**config.mk**
```make
export PLATFORM = sky130hd
export DESIGN_NAME = t2mi_from_ts
export DESIGN_NICKNAME = d
export VERILOG_FILES = /design/src/rtl/t2mi_from_ts_pkg.sv /design/src/rtl/t2mi_from_ts.sv
export SDC_FILE = /design/constraint.sdc
export NUM_CORES = 1
export LEC_CHECK = 0
export ABC_CLOCK_PERIOD_IN_PS = 6700
export BUFFER_PORTS_ARGS = -buffer_cell sky130_fd_sc_hd__buf_4
export CORE_MARGIN = 2
export CORE_UTILIZATION = 50
export CTS_CLUSTER_DIAMETER = 40
export DETAILED_ROUTE_END_ITERATION = 7
export PLACE_DENSITY = 0.81
export SYNTH_ARGS = -nofsm -noshare
export SYNTH_HDL_FRONTEND = slang
export SYNTH_SLANG_ARGS = --single-unit
```
**constraint.sdc**
```tcl
create_clock -name CLK -period 6.7 [get_ports CLK]
set_clock_uncertainty 0.05 [all_clocks]
set_input_delay 0.67 -clock CLK [delete_from_list [all_inputs] [get_ports CLK]]
set_output_delay 0.67 -clock CLK [all_outputs]
set_load 0.02 [all_outputs]
```
**src/rtl/t2mi_from_ts_pkg.sv**
```systemverilog
// Shared constants and types for the T2-MI-from-TS extractor.
package t2mi_from_ts_pkg;

  localparam logic [7:0]  TS_SYNC        = 8'h47;
  localparam int unsigned TS_PKT_LEN     = 188;
  localparam int unsigned TS_PAYLOAD_LEN = 184;

  // Index of the final byte of a TS packet.
  localparam logic [7:0] TS_LAST_BYTE = 8'(TS_PKT_LEN - 1);
  // Longest adaptation field that still leaves at least one payload byte.
  localparam logic [7:0] AF_LEN_MAX   = 8'(TS_PAYLOAD_LEN - 2);

  typedef enum logic [1:0] {
    AFC_RESERVED     = 2'b00,
    AFC_PAYLOAD_ONLY = 2'b01,
    AFC_AF_ONLY      = 2'b10,
    AFC_AF_PAYLOAD   = 2'b11
  } afc_t;

  typedef enum logic [3:0] {
    ST_WAIT_SYNC = 4'd0,
    ST_HDR       = 4'd1,
    ST_AF_LEN    = 4'd2,
    ST_AF_SKIP   = 4'd3,
    ST_POINTER   = 4'd4,
    ST_PAYLOAD   = 4'd5,
    ST_DISCARD   = 4'd6
  } state_t;

  // Expected continuity counter of the next packet (wraps mod 16).
  function automatic logic [3:0] cc_next(input logic [3:0] cc);
    return cc + 4'd1;
  endfunction

endpackage

```
**src/rtl/t2mi_from_ts.sv**
```systemverilog
// T2-MI extractor: parses TS packets on one PID, strips header/AF/pointer,
// marks T2-MI packet starts from the pointer field and checks continuity.
module t2mi_from_ts
  import t2mi_from_ts_pkg::*;
(
  input  logic        CLK,
  input  logic        RST,
  input  logic        ENA_IN,
  input  logic        PSYNC_IN,
  input  logic [7:0]  DATA_IN,
  input  logic [12:0] t2mi_pid,
  output logic [7:0]  DATA_OUT,
  output logic        ENA_OUT,
  output logic        T2MI_START,
  output logic        CC_ERR,
  output logic        SYNC_ERR,
  output logic        LOCKED,
  output logic [3:0]  state_mon
);

  state_t      state_q, state_d;
  logic [7:0]  cnt_q, cnt_d;
  logic        tei_q, tei_d;
  logic        pusi_q, pusi_d;
  logic [4:0]  pid_hi_q, pid_hi_d;
  logic        pid_match_q, pid_match_d;
  logic        cc_chk_q, cc_chk_d;
  logic [3:0]  last_cc_q, last_cc_d;
  logic [7:0]  af_rem_q, af_rem_d;
  logic        armed_q, armed_d;
  logic [7:0]  ptr_q, ptr_d;
  logic        locked_q, locked_d;
  logic [7:0]  data_q, data_d;
  logic        ena_q, ena_d;
  logic        start_q, start_d;
  logic        cc_err_q, cc_err_d;
  logic        sync_err_q, sync_err_d;

  afc_t        afc;
  logic [3:0]  cc_in;
  state_t      after_af;

  assign afc      = afc_t'(DATA_IN[5:4]);
  assign cc_in    = DATA_IN[3:0];
  assign after_af = pusi_q ? ST_POINTER : ST_PAYLOAD;

  // State and output registers.
  always_ff @(posedge CLK or negedge RST) begin
    if (!RST) begin
      state_q     <= ST_WAIT_SYNC;
      cnt_q       <= '0;
      tei_q       <= 1'b0;
      pusi_q      <= 1'b0;
      pid_hi_q    <= '0;
      pid_match_q <= 1'b0;
      cc_chk_q    <= 1'b0;
      last_cc_q   <= '0;
      af_rem_q    <= '0;
      armed_q     <= 1'b0;
      ptr_q       <= '0;
      locked_q    <= 1'b0;
      data_q      <= '0;
      ena_q       <= 1'b0;
      start_q     <= 1'b0;
      cc_err_q    <= 1'b0;
      sync_err_q  <= 1'b0;
    end else begin
      state_q     <= state_d;
      cnt_q       <= cnt_d;
      tei_q       <= tei_d;
      pusi_q      <= pusi_d;
      pid_hi_q    <= pid_hi_d;
      pid_match_q <= pid_match_d;
      cc_chk_q    <= cc_chk_d;
      last_cc_q   <= last_cc_d;
      af_rem_q    <= af_rem_d;
      armed_q     <= armed_d;
      ptr_q       <= ptr_d;
      locked_q    <= locked_d;
      data_q      <= data_d;
      ena_q       <= ena_d;
      start_q     <= start_d;
      cc_err_q    <= cc_err_d;
      sync_err_q  <= sync_err_d;
    end
  end

  // Packet parser: next state, header fields, CC tracking and forwarding.
  // cc_chk_q is cleared on every unlock so the first accepted packet after
  // an unlock re-seeds the counter instead of being checked against it.
  always_comb begin
    state_d     = state_q;
    cnt_d       = cnt_q;
    tei_d       = tei_q;
    pusi_d      = pusi_q;
    pid_hi_d    = pid_hi_q;
    pid_match_d = pid_match_q;
    cc_chk_d    = cc_chk_q;
    last_cc_d   = last_cc_q;
    af_rem_d    = af_rem_q;
    armed_d     = armed_q;
    ptr_d       = ptr_q;
    locked_d    = locked_q;
    data_d      = data_q;
    ena_d       = 1'b0;
    start_d     = 1'b0;
    cc_err_d    = 1'b0;
    sync_err_d  = 1'b0;

    if (ENA_IN) begin
      if (state_q != ST_WAIT_SYNC && PSYNC_IN) begin
        // Truncated packet: abort and try to restart on the new byte.
        sync_err_d = 1'b1;
        locked_d   = 1'b0;
        cc_chk_d   = 1'b0;
        armed_d    = 1'b0;
        if (DATA_IN == TS_SYNC) begin
          state_d = ST_HDR;
          cnt_d   = 8'd1;
        end else begin
          state_d = ST_WAIT_SYNC;
          cnt_d   = '0;
        end
      end else begin
        cnt_d = cnt_q + 8'd1;
        case (state_q)
          ST_WAIT_SYNC: begin
            cnt_d = cnt_q;
            if (PSYNC_IN) begin
              if (DATA_IN == TS_SYNC) begin
                state_d = ST_HDR;
                cnt_d   = 8'd1;
              end else begin
                sync_err_d = 1'b1;
              end
            end
          end
          ST_HDR: begin
            if (cnt_q == 8'd1) begin
              tei_d    = DATA_IN[7];
              pusi_d   = DATA_IN[6];
              pid_hi_d = DATA_IN[4:0];
            end else if (cnt_q == 8'd2) begin
              pid_match_d = ({pid_hi_q, DATA_IN} == t2mi_pid);
            end else begin
              armed_d = 1'b0;
              if (!pid_match_q || tei_q || DATA_IN[7:6] != 2'b00 ||
                  afc == AFC_RESERVED || afc == AFC_AF_ONLY) begin
                state_d = ST_DISCARD;
              end else if (cc_chk_q && cc_in == last_cc_q) begin
                state_d = ST_DISCARD;
              end else begin
                if (cc_chk_q && cc_in != cc_next(last_cc_q)) begin
                  cc_err_d = 1'b1;
                  locked_d = 1'b0;
                  cc_chk_d = 1'b0;
                end else begin
                  cc_chk_d = 1'b1;
                end
                last_cc_d = cc_in;
                state_d   = (afc == AFC_AF_PAYLOAD) ? ST_AF_LEN : after_af;
              end
            end
          end
          ST_AF_LEN: begin
            if (DATA_IN > AF_LEN_MAX) begin
              sync_err_d = 1'b1;
              state_d    = ST_DISCARD;
            end else if (DATA_IN == 8'd0) begin
              state_d = after_af;
            end else begin
              af_rem_d = DATA_IN;
              state_d  = ST_AF_SKIP;
            end
          end
          ST_AF_SKIP: begin
            af_rem_d = af_rem_q - 8'd1;
            if (af_rem_q == 8'd1) state_d = after_af;
          end
          ST_POINTER: begin
            state_d = ST_PAYLOAD;
            if (DATA_IN >= TS_LAST_BYTE - cnt_q) begin
              sync_err_d = 1'b1;
              locked_d   = 1'b0;
              cc_chk_d   = 1'b0;
            end else begin
              armed_d = 1'b1;
              ptr_d   = DATA_IN;
            end
          end
          ST_PAYLOAD: begin
            if (armed_q && ptr_q == 8'd0) begin
              ena_d    = 1'b1;
              start_d  = 1'b1;
              locked_d = 1'b1;
              armed_d  = 1'b0;
            end else begin
              ena_d = locked_q;
              if (armed_q) ptr_d = ptr_q - 8'd1;
            end
          end
          ST_DISCARD: ;
          default: state_d = ST_WAIT_SYNC;
        endcase

        if (state_q != ST_WAIT_SYNC && cnt_q == TS_LAST_BYTE) begin
          state_d = ST_WAIT_SYNC;
          cnt_d   = '0;
          armed_d = 1'b0;
        end
      end
    end

    if (ena_d) data_d = DATA_IN;
  end

  assign DATA_OUT   = data_q;
  assign ENA_OUT    = ena_q;
  assign T2MI_START = start_q;
  assign CC_ERR     = cc_err_q;
  assign SYNC_ERR   = sync_err_q;
  assign LOCKED     = locked_q;
  assign state_mon  = state_q;

endmodule
```
# Word level (Yosys, flattened, before mapping)

Cells that the tools add are included.

Output and inout port bits: 17
Register bits: 55
Word-level logic and storage cells: 169
Input port bits: 25

Multiplexer cells: 73
$add $sub $neg: 5
$lt $le $gt $ge: 2
Reduce and logical (&&, ||, !) cells: 32
Equality and inequality tests: 35
Bitwise logic cells: 5

Operators with widths:

| cell                                                | count |
|---|---|
| two-way mux 8 bit                                   | 10 |
| two-way mux 1 bit                                   | 44 |
| one-hot mux 8 bit (2 select lines)                  | 2 |
| two-way mux 4 bit                                   | 7 |
| != test 4 bit, second input constant                | 7 |
| one-hot mux 4 bit (6 select lines)                  | 1 |
| AND reduction 7 bit                                 | 3 |
| != test 3 bit, second input constant                | 6 |
| equality test 8 x 1 -> 1 bit, second input constant | 2 |
| zero test 8 bit                                     | 2 |
| subtractor 8 x 1 -> 8 bit, second input constant    | 2 |
| two-way mux 3 bit                                   | 5 |
| equality test 13 bit                                | 1 |
| equality test 4 x 3 -> 1 bit, second input constant | 3 |
| AND reduction 6 bit                                 | 2 |
| != test 2 bit, second input constant                | 5 |
| AND reduction 5 bit                                 | 2 |
| one-hot mux 1 bit (3 select lines)                  | 3 |
| adder 8 x 1 -> 8 bit, second input constant         | 1 |
| equality test 4 x 2 -> 1 bit, second input constant | 2 |
| equality test 8 x 2 -> 1 bit, second input constant | 1 |
| equality test 8 x 7 -> 1 bit, second input constant | 1 |
| equality test 8 bit, second input constant          | 1 |
| >= comparator 8 bit                                 | 1 |
| 23 further kinds                                    | 38 |

# Longest topological paths before layout

Gate-level depths: netlist of the first run.

Depth in word-level cells: 11
Depth in mapped cells: 11

# Worst setup path before layout of the first run

Ideal clock, no wire load.

Path type: input to register
From: in DATA_IN[0]
To: reg locked_q (netlist: LOCKED)
Library setup time: 127 ps
Stages: 9
Arrival time: 2,642 ps
Buffers on the path: 1
Slack: 3,881 ps
Cells stage by stage: clkbuf_2 inv_1 ha_1 nand2b_1 a21oi_1 o31ai_1 nor4b_1 or3_1 o32a_2

Cells in the longest elaborated chain, start to end: 4

Ends and longest elaborated chain:

| element                                                     | RTL line           | RTL |
|---|---|---|
| start: declaration                                          | t2mi_from_ts.sv:10 | `input logic [7:0] DATA_IN,` |
| branches (longest 3 deep; another with >= comparator 8 bit) | n/a                |  |
| AND reduction 8 bit (no line) *                             | n/a                |  |
| end signal: assignment                                      | t2mi_from_ts.sv:79 | `locked_q <= locked_d;` |
| end: declaration                                            | t2mi_from_ts.sv:32 | `logic locked_q, locked_d;` |

Every way passes the cells marked *.
A chain may end at the register's enable or synchronous reset.

# Worst setup path after layout of the first run

From: reg cnt_q[2]
To: reg ptr_q[1]

Cells in the longest elaborated chain, start to end: 4

Ends and longest elaborated chain:

| element                       | RTL line            | RTL |
|---|---|---|
| start: declaration            | t2mi_from_ts.sv:22  | `logic [7:0] cnt_q, cnt_d;` |
| start signal: assignment      | t2mi_from_ts.sv:69  | `cnt_q <= cnt_d;` |
| subtractor 8 bit              | t2mi_from_ts.sv:182 | `if (DATA_IN >= TS_LAST_BYTE - cnt_q) begin` |
| >= comparator 8 bit           | t2mi_from_ts.sv:182 |  |
| != test 2 bit (no line)       | n/a                 |  |
| AND reduction 6 bit (no line) | n/a                 |  |
| end signal: assignment        | t2mi_from_ts.sv:78  | `ptr_q <= ptr_d;` |
| end: declaration              | t2mi_from_ts.sv:31  | `logic [7:0] ptr_q, ptr_d;` |

No other way between the ends.

==> qor.txt, run 1 <==
Outcome - finished clean
Pre-Repair DR Iteration Count - 5
Maximum vdd drop - 0.1694 mV
Synthesis warning total - 0
Max Freq - 315.5 MHz
Clock transition at the registers of the reported paths - 90 ps
Placeable Area - 7176 um^2
Die Y - 89.63 um
Worst endpoint required time - 6870 ps
Chip width - 89.63 um
Hold_buf cts - 0
DP Wirelength - 6208 um
CP Max Fanout - 14
Most common cell after layout, fill and taps aside - dfrtp_1
Ys flop type - dfrtp_1
Wirelength per Cell - 16.81 um
Gpl congestion - 0.9102
Post-Synthesis Cells - 399
Max Cap Viol - 0
Area after DPL - 3928 um^2
Worst EP arrival - 3340 ps
H-tree levels - 2
Final period util - 47.30%
Final WS setup - 3531 ps
Routed vias/inst - 6.073
Gr usage total - 23.00%
Worst slew pin tran - 1005 ps
Total negative slack - 0 ps
Fin Hold WS - 342.1 ps
Synthesized area per cell - 9.188 um^2
First-pass GRT wire length - 14210 um
Final ANT Viol Nets - 0
Final net count - 468
Row cnt - 31
Largest net degree at the start of global routing - 55
CTS Buf Count - 5
Resize count post-CTS - 0
Initial antenna violation count - 0
Final hold violations - 0
Pwr Density - 289.5 nW/um^2
Min Tclk post-route - 3169 ps
RSZ-0062 raised after global routing - false
Number of diodes - 0
Slew margin rel. - 32.54%
Number of DRC markers in iteration 0 - 256
Vias in the first global route - 2873
Synth-to-Final Area Change - 9.829%
Post-CTS setup buffer count - 0
Post-synthesis sequential area ratio - 36.86%
Clock Path Buffers - 2
Leakage Power - 1.788 nW
Clk root buf - clkbuf_8
Initial Util - 51.09%
EDFF count, synth - 0
Die ar. - 8033 um^2
Post-Syn Area - 3666 um^2
Clock Latency Late Sink - 310 ps
Crit Path Class - reg2reg
CTS Sinks - 54
Most frequent cells in the layout - dfrtp_1, buf_4, o21ai_0
Overflow after GRT - 0
Final Setup Violations - 0
Number of synthesized register bits - 54
Hold crit path type - in2async
Post-synth cell types - 60
Syn Nets - 443
Pins over their slew limit - 0
Routed Wire Length - 8808 um
CP Capture Type - flip-flop
Share of cells above drive strength 1 - 18.82%
Design area - 4026 um^2
Residual DRC count - 0
Async S/R FF share, synth - 100.0%
IO buf count - 40
Via count - 3182
Pre-CTS setup slack - 3585 ps
Io pins - 42
TritonCTS clock tree - yes
Critical path startpoint category - flip-flop
## logic make-up (layout without fill, tap and decap cells)
kind of cell | count (synthesis) | count (layout) | share of synthesized area [%]
and+or+nand+nor | 138 | 138 | 20.27
AOI/OAI and AO/OA | 108 | 108 | 18.46
DFF | 54 | 54 | 36.86
buffers and inverters | 34 | 60 | 5.666
xor gates and xnor gates | 24 | 24 | 5.734
adders and majority gates | 20 | 20 | 6.758
muxes | 20 | 20 | 6.143
other | 1 | 1 | 0.1023
## metal layers
layer | part of all wire [%] | track usage, %
met5 | 0 | 0
met4 | 1.7 | 6.784
met3 | 5.1 | 2.742
met2 | 50 | 37.57
met1 | 43 | 32.30
## through the flow
stage	util [%]	power [mW]	instances
3_5_place_dp	54.73	0.9652	516
4_1_cts	56.11	1.164	524
2_1_floorplan	-	0.8394	399
6_report	56.11	1.165	524
3_3_place_gp	54.73	0.9393	516
5_1_grt	56.11	1.258	524
## worst max-delay path, cell delays in order (launching register included)
cell      delay [ps]
dfrtp_1          460
inv_1            140
ha_1             320
ha_1             200
or4_1            520
a21oi_1          130
o31ai_1          180
o21ai_1          760
o211ai_1         180
o21ai_0          120
## cell usage after synthesis (all sizes together) (3+ instances only)
library cell	count	area share, %
and2	6	1.0
mux2	20	6.1
nand2b	9	1.5
nor4b	4	0.96
o21ai	36	4.9
xor2	13	3.1
inv	12	1.2
or3	9	1.6
nor2b	7	1.2
clkbuf	18	3.5
a31oi	3	0.51
nor2	26	2.7
xnor2	11	2.6
nand4	5	0.85
dfrtp	54	37
o22a	4	0.96
buf	4	0.89
or2	3	0.58
o22ai	3	0.51
nand3	13	1.8
a21oi	30	4.4
ha	19	6.5
nor4	9	1.7
nand2	30	3.1
o31ai	11	2.3
nor3	6	0.82
a22oi	3	0.61
## sequential cells by signal (all words and copies together), names as in the netlist, 3 cells and up
name / cells
DATA_OUT: 8
af_rem_q: 8
cnt_q: 8
last_cc_q: 4
pid_hi_q: 5
ptr_q: 8
state_mon: 3
## report_power, final
group / switching (mW) / internal, mW / total, mW
sequential: 0.120 / 0.405 / 0.525
clock: 0.110 / 0.0853 / 0.196
combinational: 0.248 / 0.197 / 0.445
total: 0.478 / 0.687 / 1.17
## final cells by class
type / count / area (um^2)
fillers: 615 / 3149
multi-input cells: 311 / 2107
flip-flops and latches: 54 / 1351
repair buffers: 40 / 300.3
well taps: 99 / 123.9
clock buffers: 6 / 82.58
inverters: 12 / 45.04
clock inverters: 2 / 16.27
## path summary, 6_finish.rpt
path	from	cells past startpoint	slack (ps)	endpoint
setup / recovery	cnt_q[2]$_DFFE_PN0P_	9	3530	ptr_q[1]$_DFFE_PN0P_
hold / removal	RST	1	340	ptr_q[3]$_DFFE_PN0P_
hold reg to reg	DATA_OUT[5]$_DFFE_PN0P_	1	470	DATA_OUT[5]$_DFFE_PN0P_
setup reg to reg	cnt_q[2]$_DFFE_PN0P_	9	3530	ptr_q[1]$_DFFE_PN0P_
min in group CLK	DATA_OUT[5]$_DFFE_PN0P_	1	470	DATA_OUT[5]$_DFFE_PN0P_
max in group asynchronous	RST	1	5800	cnt_q[1]$_DFFE_PN0P_
(Power assumes the default switching activity.)
==> inputs of run 2 (changes only) <==
- ABC_CLOCK_PERIOD_IN_PS: 6700 -> 3000
- clock period: 6.7 -> 3 ns (I/O delays scaled with it)
==> run 2 against run 1 <==
Net effect:
- routed wire length hardly changed
- via count decreased by 1.3%
- worst setup slack got worse by 3300 ps
- core utilization is 1.1 points higher
- final cell count up 1.1%
- die area did not move
- sequential power is 120% higher
- global-route usage increased by 0.44 points
- flip-flop and latch count stayed put
- power increased by 130%
- sequential share of layout area is 0.60 points lower
- maximum frequency rose by 13%
- critical endpoint is now LOCKED$_DFFE_PN0P_
- highest routed layer unchanged
==> qor.txt, run 2 (synthesis results as in run 1) <==
Via count - 3142
Routed vias/inst - 5.928
Gpl congestion - 0.9341
DP Wirelength - 6271 um
Number of DRC markers in iteration 0 - 178
Largest net degree at the start of global routing - 55
Overall Power - 2.692 mW
Initial Util - 51.09%
Die Y - 89.63 um
Worst slew pin tran - 965.3 ps
Final net count - 474
CP Max Fanout - 6
Row cnt - 31
Final hold violations - 0
Worst EP arrival - 2970 ps
CP Capture Type - flip-flop
Placeable Area - 7176 um^2
Pins over their slew limit - 0
Design area - 4104 um^2
TritonCTS clock tree - yes
Clock transition at the registers of the reported paths - 110 ps
Cell Count Post-Placement - 521
IO buf count - 40
Worst endpoint required time - 3150 ps
Vias in the first global route - 2934
RSZ-0062 raised after global routing - false
Pre-Repair DR Iteration Count - 4
Leakage Power - 1.830 nW
Crit Path Class - reg2reg
Chip width - 89.63 um
Synth-to-Final Area Change - 11.95%
Max Freq - 355.1 MHz
Share of cells above drive strength 1 - 20.19%
CTS Buf Count - 5
Area after DPL - 3965 um^2
Gr usage total - 23.44%
H-tree levels - 2
Slew margin rel. - 35.22%
Post-CTS setup buffer count - 0
Clock Path Buffers - 2
Util after Layout - 57.19%
Overflow after GRT - 0
Critical path startpoint category - flip-flop
Final ANT Viol Nets - 0
Maximum vdd drop - 0.3560 mV
Fin Hold WS - 237.3 ps
Outcome - finished clean
CTS Sinks - 54
Final Setup Violations - 0
Clock Latency Late Sink - 310 ps
Clk root buf - clkbuf_8
Fin cells - 530
Wirelength per Cell - 16.61 um
Pwr Density - 656.0 nW/um^2
Max Cap Viol - 0
Final WS setup - 184.0 ps
Io pins - 42
Die ar. - 8033 um^2
Residual DRC count - 0
Most frequent cells in the layout - dfrtp_1, buf_4, o21ai_0
First-pass GRT wire length - 14430 um
Number of diodes - 0
Initial antenna violation count - 0
Min Tclk post-route - 2816 ps
Final period util - 93.87%
Routed Wire Length - 8802 um
Total negative slack - 0 ps
Pre-CTS setup slack - 231.4 ps
Hold crit path type - in2reg
Most common cell after layout, fill and taps aside - dfrtp_1
## run 2: cell count changes in the layout (fill, tap and decap cells not counted), sizes merged
cell         previous run  this run
buf                    40        45
clkinvlp                1         0
bufinv                  0         1
dlygate4sd3             0         1
## run 2: area by class of cell
type,count,area [um^2]
fill,621,3072
multi-input combinational,311,2113
sequential,54,1353
timing repair buffer,46,347.8
tap,99,123.9
clock buffer,6,82.58
inverter,12,45.04
clock inverter,2,38.79
## run 2: routing by layer
layer / vias to the layer above / share of wire (%) / global-route usage [%]
li1: 1507 / - / -
met1: 1500 / 43 / 32.34
met2: 105 / 48 / 37.70
met3: 30 / 5.7 / 2.925
met4: 0 / 3.6 / 9.227
met5: - / 0 / 0
## run 2: worst max-delay path: stages (launching register included)
cell and delay (ps):
dfrtp_1 460, inv_1 140, ha_1 320, ha_1 270, o21a_1 110, a21oi_1 60, o31ai_1 370, nor4b_2 120
or3_1 420, o32a_2 400
## run 2: final timing paths
kind	start	endpoint	slack [ps]	cells after the start
max	cnt_q[2]$_DFFE_PN0P_	LOCKED$_DFFE_PN0P_	180	9
min	ENA_IN	cnt_q[0]$_DFFE_PN0P_	240	2
max reg2reg	cnt_q[2]$_DFFE_PN0P_	LOCKED$_DFFE_PN0P_	180	9
min reg2reg	pid_match_q$_DFFE_PN0P_	pid_match_q$_DFFE_PN0P_	460	1
max in group asynchronous	RST	cnt_q[3]$_DFFE_PN0P_	1920	2
min in group asynchronous	RST	ptr_q[1]$_DFFE_PN0P_	520	2
## run 2: where the power goes
part           switching [mW]  internal [mW]  total, mW  leakage, nW
combinational           0.574          0.452       1.03         1.06
clock                   0.250          0.275      0.525       0.0618
sequential              0.236          0.905       1.14        0.712
total                    1.06           1.63       2.69         1.83
## run 2: what timing repair did
action / CTS / global route
gates resized for setup: 0 / 2
endpoints found under the hold margin: 13 / 0
endpoints found under the setup margin: 0 / 2
hold buffers: 1 / 0
==> inputs of run 3 (changes only) <==
- SETUP_SLACK_MARGIN: not set -> 0.5
==> run 3 against run 2 <==
Net effect:
- core utilization is 6.8 points higher
- flip-flop and latch count stayed put
- combinational power is 30% higher
- critical path depth stayed put
- sequential share of layout area is 3.4 points lower
- maximum frequency is 6.7% higher
- design area is 12% higher
- clock power is 22% lower
- global-route usage is 2.8 points higher
- final cell count is 5.5% higher
- die area stayed put
- hold slack worse by 7.0 ps
- critical endpoint is now DATA_OUT[7]$_DFFE_PN0P_
- largest cell class unchanged
==> qor.txt, run 3 (synthesis results as in run 1) <==
Worst EP arrival - 2780 ps
Most frequent cells in the layout - buf_4, dfrtp_1, o21ai_0
Routed vias/inst - 6.070
Clock Latency Late Sink - 310 ps
CTS Buf Count - 5
Placeable Area - 7176 um^2
Row cnt - 31
Most common cell after layout, fill and taps aside - buf_4
Final hold violations - 0
Via count - 3393
TritonCTS clock tree - yes
Critical path startpoint category - flip-flop
Leakage Power - 2.003 nW
Final Setup Violations - 0
Gate power share - 46.9%
DP Wirelength - 6366 um
Gpl congestion - 0.8813
Final ANT Viol Nets - 0
Final net count - 504
Pwr Density - 623.2 nW/um^2
Min Tclk post-route - 2640 ps
Routed Wire Length - 10130 um
Io pins - 42
CP Capture Type - flip-flop
Overflow after GRT - 0
First-pass GRT wire length - 16240 um
Residual DRC count - 0
Largest net degree at the start of global routing - 55
Final period util - 88.01%
Switching pwr - 1.198 mW
Number of DRC markers in iteration 0 - 344
IO buf count - 40
Maximum vdd drop - 0.3895 mV
CTS Sinks - 54
Wirelength per Cell - 18.13 um
RSZ-0062 raised after global routing - true
Total negative slack - 0 ps
CP Max Fanout - 5
Clock Path Buffers - 2
Initial Util - 51.09%
Clock transition at the registers of the reported paths - 110 ps
Number of diodes - 0
Pre-Repair DR Iteration Count - 5
Gr usage total - 26.21%
Synth-to-Final Area Change - 25.19%
Design area - 4589 um^2
Hold crit path type - in2reg
Worst endpoint required time - 3140 ps
Vias in the first global route - 3308
Area after DPL - 4049 um^2
Clk root buf - clkbuf_8
Share of cells above drive strength 1 - 32.83%
Int Power - 1.662 mW
Crit Path Class - reg2reg
Die Y - 89.63 um
Sw Share - 41.89%
H-tree levels - 2
Initial antenna violation count - 0
Worst slew pin tran - 693.9 ps
Max Cap Viol - 0
Outcome - finished clean
Chip width - 89.63 um
Flop pwr share - 38.7%
Max Freq - 378.7 MHz
Pins over their slew limit - 0
Slew margin rel. - 53.74%
Clk pwr share - 14.4%
Die ar. - 8033 um^2
[run 3: cell count changes in the layout (fill, tap and decap cells not counted), sizes merged]
cell and delta:
buf +30, inv -1, clkbuf -1, clkinvlp +2
bufinv -1
[run 3: worst max-delay path, stage by stage, from the launching register on]
cell and delay (ps):
dfrtp_1 410, inv_2 90, ha_4 130, or3b_4 380, or2_4 240, or4b_4 510, a21oi_4 190, buf_6 130
buf_12 110, mux2_4 290
[run 3: final cells by class]
cell class / count / area [um^2]
Timing Repair Buffer: 76 / 656.9
Clock buffer: 5 / 68.82
Multi-Input combinational cell: 311 / 2325
Clock inverter: 2 / 15.01
Tap cell: 99 / 123.9
Fill cell: 576 / 2586
Inverter: 12 / 45.04
Sequential cell: 54 / 1355
[run 3: timing repair]
action | CTS | global route
cloned | 1 | 0
hold buffers | 1 | 0
pin swaps | 12 | 12
endpoints found under the hold margin | 12 | 0
setup buffers | 21 | 6
setup endpoints to repair | 17 | 26
resized for setup | 19 | 26
[run 3: per-stage QoR]
step	power [mW]	utilization [%]	setup slack, ps	hold slack (ps)	instances
finish	2.860	63.96	359.6	230.4	559
CTS	2.731	61.92	372.9	228.9	553
detailed placement	2.210	56.43	262.2	336.1	523
global route	3.051	63.96	253.8	234.9	559
floorplan	1.895	-	419.1	-45.59	399
global placement	2.159	56.43	332.2	330.8	523
[run 3: power groups by stage]
stage                     Clock, mW  Combinational (mW)  Sequential, mW
after floorplan                   0               0.807            1.09
after global placement            0                1.06            1.10
after detailed placement          0                1.10            1.11
after CTS                     0.417                1.22            1.09
after global routing          0.452                1.47            1.13
final                         0.411                1.34            1.11
[run 3: metal layers]
| layer | vias to the layer above | wire, um | track usage, % | part of all wire (%) |
|---|---|---|---|---|
| met2 | 114 | 5175 | 44.79 | 51 |
| met4 | 0 | 201 | 7.327 | 2.0 |
| li1 | 1576 | - | - | - |
| met1 | 1680 | 4339 | 34.76 | 43 |
| met3 | 23 | 417 | 3.748 | 4.1 |
| met5 | - | 0 | 0 | 0 |
[run 3: final timing paths]
check                      slack [ps]  cells after the start                       to                     from
max                               360                      9  DATA_OUT[7]$_DFFE_PN0P_     ptr_q[1]$_DFFE_PN0P_
min                               230                      2  DATA_OUT[0]$_DFFE_PN0P_               DATA_IN[0]
max reg2reg                       360                      9  DATA_OUT[7]$_DFFE_PN0P_     ptr_q[1]$_DFFE_PN0P_
min reg2reg                       470                      1  pid_match_q$_DFFE_PN0P_  pid_match_q$_DFFE_PN0P_
max in group asynchronous        1870                      2     cnt_q[4]$_DFFE_PN0P_                      RST
min in group asynchronous         520                      2  af_rem_q[4]$_DFFE_PN0P_                      RST
